## config.mk

```make
export PLATFORM = sky130hd
export DESIGN_NAME = hello_scroll_ctrl
export DESIGN_NICKNAME = d
export VERILOG_FILES = /design/src/rtl/hello_scroll_ctrl.sv
export SDC_FILE = /design/constraint.sdc
export NUM_CORES = 1
export LEC_CHECK = 0
export BUFFER_PORTS_ARGS = -buffer_cell sky130_fd_sc_hd__buf_2
export CORE_ASPECT_RATIO = 1.4
export CORE_UTILIZATION = 35
export DETAILED_ROUTE_END_ITERATION = 10
export GPL_ROUTABILITY_DRIVEN = 0
export PLACE_DENSITY = 0.47
export SYNTH_ARGS = -nofsm -noshare
export SYNTH_HDL_FRONTEND = slang
export SYNTH_SLANG_ARGS = --single-unit
```

## constraint.sdc

```tcl
create_clock -name CLOCK_50 -period 2.6 [get_ports CLOCK_50]
set_input_delay 0.52 -clock CLOCK_50 [delete_from_list [all_inputs] [get_ports CLOCK_50]]
set_output_delay 0.52 -clock CLOCK_50 [all_outputs]
set_load 0.05 [all_outputs]
```

## src/rtl/hello_scroll_ctrl.sv

```systemverilog
// Rotation-index controller for the six-position HELLO scroller: manual select,
// timed auto-scroll and single-step while paused, all modulo 6.
module hello_scroll_ctrl #(
   parameter int TICK_DIV = 50000000
) (
   input  logic       CLOCK_50,
   input  logic       Reset,
   input  logic [2:0] SW,
   input  logic       run,
   input  logic       pause,
   input  logic       dir,
   input  logic       step,
   output logic [2:0] sel,
   output logic       tick,
   output logic       wrap,
   output logic [1:0] mode
);

   localparam int PW = (TICK_DIV > 1) ? $clog2(TICK_DIV) : 1;
   localparam logic [PW-1:0] PRESC_MAX = PW'(TICK_DIV - 1);
   localparam logic [2:0]    SEL_MAX   = 3'd5;

   typedef enum logic [1:0] {
      MANUAL = 2'b00,
      RUN    = 2'b01,
      PAUSE  = 2'b10
   } state_t;

   state_t        state_q, state_d;
   logic [PW-1:0] presc_q, presc_d;
   logic [2:0]    sel_q, sel_d;
   logic          tick_q, tick_d;
   logic          wrap_q, wrap_d;
   logic          step_q;
   logic          step_edge;
   logic          move;

   assign step_edge = step & ~step_q;

   // NOTE: every variable written here gets a default first so no path can
   // leave it unassigned, which would otherwise infer a latch.
   always_comb begin
      state_d = state_q;
      presc_d = presc_q;
      sel_d   = sel_q;
      tick_d  = 1'b0;
      wrap_d  = 1'b0;
      move    = 1'b0;

      unique case (state_q)
         MANUAL: begin
            presc_d = '0;
            if (run)
               state_d = RUN;
            else if (SW <= SEL_MAX)
               sel_d = SW;
         end

         RUN: begin
            if (!run) begin
               state_d = MANUAL;
               presc_d = '0;
            end else if (pause) begin
               // Freezing on the terminal count leaves the advance pending for
               // the first cycle back in RUN.
               state_d = PAUSE;
            end else if (presc_q == PRESC_MAX) begin
               presc_d = '0;
               move    = 1'b1;
               tick_d  = 1'b1;
            end else begin
               presc_d = presc_q + PW'(1);
            end
         end

         PAUSE: begin
            if (!run) begin
               state_d = MANUAL;
               presc_d = '0;
            end else begin
               if (!pause)
                  state_d = RUN;
               move = step_edge;
            end
         end

         default: begin
            state_d = MANUAL;
            presc_d = '0;
         end
      endcase

      // Rotations wrap modulo 6; manual SW loads are jumps, not rotations,
      // so they never raise wrap.
      if (move) begin
         if (dir) begin
            sel_d  = (sel_q == 3'd0) ? SEL_MAX : sel_q - 3'd1;
            wrap_d = (sel_q == 3'd0);
         end else begin
            sel_d  = (sel_q == SEL_MAX) ? 3'd0 : sel_q + 3'd1;
            wrap_d = (sel_q == SEL_MAX);
         end
      end
   end

   // NOTE: sequential state uses non-blocking assignments so all registers
   // update together from the pre-edge values, independent of statement order.
   always_ff @(posedge CLOCK_50) begin
      if (Reset) begin
         state_q <= MANUAL;
         presc_q <= '0;
         sel_q   <= 3'd0;
         tick_q  <= 1'b0;
         wrap_q  <= 1'b0;
         step_q  <= 1'b0;
      end else begin
         state_q <= state_d;
         presc_q <= presc_d;
         sel_q   <= sel_d;
         tick_q  <= tick_d;
         wrap_q  <= wrap_d;
         step_q  <= step;
      end
   end

   assign sel  = sel_q;
   assign tick = tick_q;
   assign wrap = wrap_q;
   assign mode = state_q;

endmodule

```

==> results list <==
- Run status: finished clean
- For the worst-skew pair, the clock arrives at the later sink with an insertion delay of just under 300 ps.
* Max-cap viol count: 0
* Clock-pin slew on the worst setup and hold paths: 70 ps
- The number of global-route vias before repair is 1709.
- Part of the power in registers: 0.490
* Share of the yosys chip area belonging to registers: 0.340
* Cell at the root of the clock tree: sky130_fd_sc_hd__clkbuf_8
- In the global route stage, overall resource usage came out at 0.166.
* PostCTS Resize Cnt: 0
* Portion of netlist area occupied by mux cells: 0.0106
* Area enclosed by the die boundary: 0.00602 sq mm
- TritonRoute pass-1 iters: 4
- The routed design could run at a clock period as short as roughly 2100 ps.
- Fill cells in the final layout number around 590.
* Number of remaining DRC errors: 0
* Part of the total power dissipated in the clock network: 0.363
- Initial Util: 0.362
- After synthesis the cells add up to 0.00200 sq mm.
- The region available for standard cell placement spans 0.00553 sq mm.
* Xor/xnor share of the synthesized area: 0.0788
- N_diodes: 0
- The share of total power dissipated in combinational logic is 0.147.
* Routed via count: 1739
* DRT iter0 DRCs: 51
* Classification of the worst setup path: reg2reg
- Asr flop ratio synth: 0
* Maximum number of pins on one net before global-route repair: 26
- Switching Power: 0.319 mW
- When the netlist entered floorplanning its net count stood at 253.
* Routed length per placed instance: 14.1 um
- In the final design database the tool counted 268 nets.
- The max-slew violation total from the final report was 0.
- Count of final hold-check violations: 0
- For this run, the number of Yosys warnings is 0.
* Final global-route overflow total: 0
* Crit path setup slack, layout: 499 ps
* Fraction of layout instances using a drive strength above 1: 0.165
- Placed wire-length estimate after detailed placement: between 3 and 4 mm
* Tightest Pin Transition: 876 ps
* Internal power summed over all cells: 0.801 mW
- Path class of the lowest-slack min-delay path: reg2reg
- Synth Area in Simple Gates: 0.364
- The worst-case IR drop observed on VDD is 264 uV.
- On the final layout, the worst clock skew is around 7.5 ps.
* Switching fraction of total power: 0.285
* Leak: 0.793 nW
* Number of setup buffers added after CTS: 0
* Predominant post-synthesis flop cell: sky130_fd_sc_hd__dfxtp_1
* Number of buffers added on ports: 15
- The initial antenna violation count came to 0.
* Post-route worst hold slack: 472 ps
- The design draws 1.12 mW.
* Number of buffers created by CTS: 5
* Area Growth Syn to Fin: 11.3%
- Post-synth EDFFs: 0
- Number of library cell types mapped by synthesis: 48
- Clock tree from TritonCTS: yes
- The die is 91.4 um tall.
* Hold Buf Count CTS: 0
* Pwr per Cell Area: 503 mW/mm^2
- Counting flops and latches in the post-synthesis netlist gives 34.
* Clock Path Buffers: 2
- Die outline width: about 66 um
- The first global-routing pass estimated 7.75 mm of wire.
- CP startpoint kind: flop
* Post-Place Setup Slack: 480 ps
- After technology mapping, the gate count stands at 238.
* Share of synthesized cell area in full adder, half adder and majority cells: 0.0375
- Clock sink total: 34
* Dominant combinational cell family by area after synthesis: simple AND/OR/NAND/NOR gates
- The initialized floorplan defines 32 standard-cell rows.
- The count of nets left with antenna violations once routing finished came out at 0.
- Period utilization: 0.808
- For this run, the top clock speed supported by timing is 0.476 GHz.
- The routed design has 4.53 mm of wire.
* Compound-gate portion of the synthesized area: 0.133
- The H-tree generated during clock tree synthesis spans 2 levels.
- Dividing the detail-routed via count by the number of cells gives 5.40.
- STA classifies the critical path endpoint as a flop.
- In this run the mean area of a mapped cell was 8.40 sq um.
- For the final routed database, the setup TNS stands at 0 ps.
- In this run the worst path has a maximum fanout of 18.
* Worst max-slew margin expressed relative to the limit: 0.414
- Final setup vio count: 0
- Data on the critical path arrives at its endpoint at ~2300 ps.
* Critical path data required time: 2770 ps
* Number of I/O pins: 16
- Setup repair after global routing left no endpoint under its margin.
## critical path: stages, from the launching register on
cell and delay (ps):
sky130_fd_sc_hd__dfxtp_1 380, sky130_fd_sc_hd__or4_4 550, sky130_fd_sc_hd__nor4_4 320, sky130_fd_sc_hd__a31oi_4 210, sky130_fd_sc_hd__o21bai_4 160, sky130_fd_sc_hd__buf_4 280, sky130_fd_sc_hd__nor2_1 80
## area by class of cell
type | instances | area [sq um] | area share
tap | 68 | 85.1 | 0.0382
timing repair buffer | 18 | 97.6 | 0.0439
inverter | 6 | 22.5 | 0.0101
multi-input combinational | 188 | 1250 | 0.561
sequential | 34 | 681 | 0.306
clock buffer | 7 | 86.3 | 0.0388
clock inverter | 1 | 5.00 | 0.00225
## layout by cell type (no fill, tap or decap), types with 2 or more instances in the layout
cell type,instances
sky130_fd_sc_hd__o311ai_0,2
sky130_fd_sc_hd__nor3b_1,5
sky130_fd_sc_hd__and3b_1,2
sky130_fd_sc_hd__nor2_2,10
sky130_fd_sc_hd__and4_1,3
sky130_fd_sc_hd__a21oi_1,11
sky130_fd_sc_hd__buf_2,15
sky130_fd_sc_hd__nand4_1,13
sky130_fd_sc_hd__xor2_1,15
sky130_fd_sc_hd__and2_1,5
sky130_fd_sc_hd__ha_1,6
sky130_fd_sc_hd__nor2_1,18
sky130_fd_sc_hd__a31oi_1,2
sky130_fd_sc_hd__and3_1,7
sky130_fd_sc_hd__xnor2_1,3
sky130_fd_sc_hd__clkbuf_8,6
sky130_fd_sc_hd__nor2b_1,3
sky130_fd_sc_hd__o22ai_1,3
sky130_fd_sc_hd__o21ai_0,5
sky130_fd_sc_hd__buf_4,3
sky130_fd_sc_hd__nor4b_1,2
sky130_fd_sc_hd__dfxtp_1,34
sky130_fd_sc_hd__nand2b_1,6
sky130_fd_sc_hd__nor4_1,6
sky130_fd_sc_hd__nor3_1,8
sky130_fd_sc_hd__inv_1,6
sky130_fd_sc_hd__nand2_1,18
sky130_fd_sc_hd__o2111a_1,2
sky130_fd_sc_hd__nand3_1,13
## worst paths after layout
kind | from | end | slack [ps] | depth (start not counted)
max reg2reg | presc_q[7] | presc_q[11] | 500 | 6
min | presc_q[1] | presc_q[1] | 470 | 2
max | presc_q[7] | presc_q[11] | 500 | 6
min reg2reg | presc_q[1] | presc_q[1] | 470 | 2
## layer usage
metal,track usage,routed length [um]
met1,0.183,2030
met4,0.0652,76
met3,0.0302,105
met2,0.302,2320
met5,0,0
## metrics by stage
stage	util	cells	area (sq um)
2_1_floorplan	-	238	2000
3_3_place_gp	0.386	314	2130
3_5_place_dp	0.386	314	2130
4_1_cts	0.403	322	2220
5_1_grt	0.403	322	2220
6_report	0.403	322	2220
## logic make-up after synthesis
| kind of cell | count (synthesis) |
|---|---|
| AND/OR/NAND/NOR | 126 |
| AO/OA/AOI/OAI | 36 |
| flip-flops | 34 |
| XOR/XNOR | 18 |
| buffers and inverters | 16 |
| adder cells (fa/ha/maj) | 6 |
| multiplexers | 2 |
## synthesized netlist by cell type (2+ instances only)
| cell type | number | area (sq um) |
|---|---|---|
| sky130_fd_sc_hd__and4_1 | 3 | 26.3 |
| sky130_fd_sc_hd__inv_1 | 6 | 22.5 |
| sky130_fd_sc_hd__nand3_1 | 13 | 65.1 |
| sky130_fd_sc_hd__a21oi_1 | 11 | 55.1 |
| sky130_fd_sc_hd__nor2_1 | 18 | 67.6 |
| sky130_fd_sc_hd__nand2_1 | 18 | 67.6 |
| sky130_fd_sc_hd__nor3b_1 | 5 | 37.5 |
| sky130_fd_sc_hd__and2_1 | 5 | 31.3 |
| sky130_fd_sc_hd__nor4b_1 | 2 | 17.5 |
| sky130_fd_sc_hd__and3_1 | 7 | 43.8 |
| sky130_fd_sc_hd__clkbuf_1 | 9 | 33.8 |
| sky130_fd_sc_hd__and3b_1 | 2 | 17.5 |
| sky130_fd_sc_hd__nor2b_1 | 3 | 18.8 |
| sky130_fd_sc_hd__nor4_1 | 6 | 37.5 |
| sky130_fd_sc_hd__xnor2_1 | 3 | 26.3 |
| sky130_fd_sc_hd__xor2_1 | 15 | 131 |
| sky130_fd_sc_hd__nand4_1 | 13 | 81.3 |
| sky130_fd_sc_hd__o22ai_1 | 3 | 18.8 |
| sky130_fd_sc_hd__o2111a_1 | 2 | 22.5 |
| sky130_fd_sc_hd__nor3_1 | 8 | 40.0 |
| sky130_fd_sc_hd__nand2b_1 | 6 | 37.5 |
| sky130_fd_sc_hd__dfxtp_1 | 34 | 681 |
| sky130_fd_sc_hd__ha_1 | 6 | 75.1 |
| sky130_fd_sc_hd__nor2_2 | 10 | 62.6 |
| sky130_fd_sc_hd__a31oi_1 | 2 | 12.5 |
| sky130_fd_sc_hd__o311ai_0 | 2 | 17.5 |
| sky130_fd_sc_hd__o21ai_0 | 5 | 25.0 |
## sequential cells by signal (all words and copies together), names as in the netlist
name / cells
mode: 2
wrap: 1
step_q: 1
sel: 3
tick: 1
presc_q: 26
## power groups by stage
stage | Sequential, mW | Clock, mW | Combinational, mW
5_1_grt | 0.551 | 0.440 | 0.182
3_3_place_gp | 0.561 | 0 | 0.166
4_1_cts | 0.549 | 0.420 | 0.166
3_5_place_dp | 0.561 | 0 | 0.165
2_1_floorplan | 0.587 | 0 | 0.0972
6_report | 0.549 | 0.406 | 0.164
Note: power is estimated with default switching activity, not from simulation.
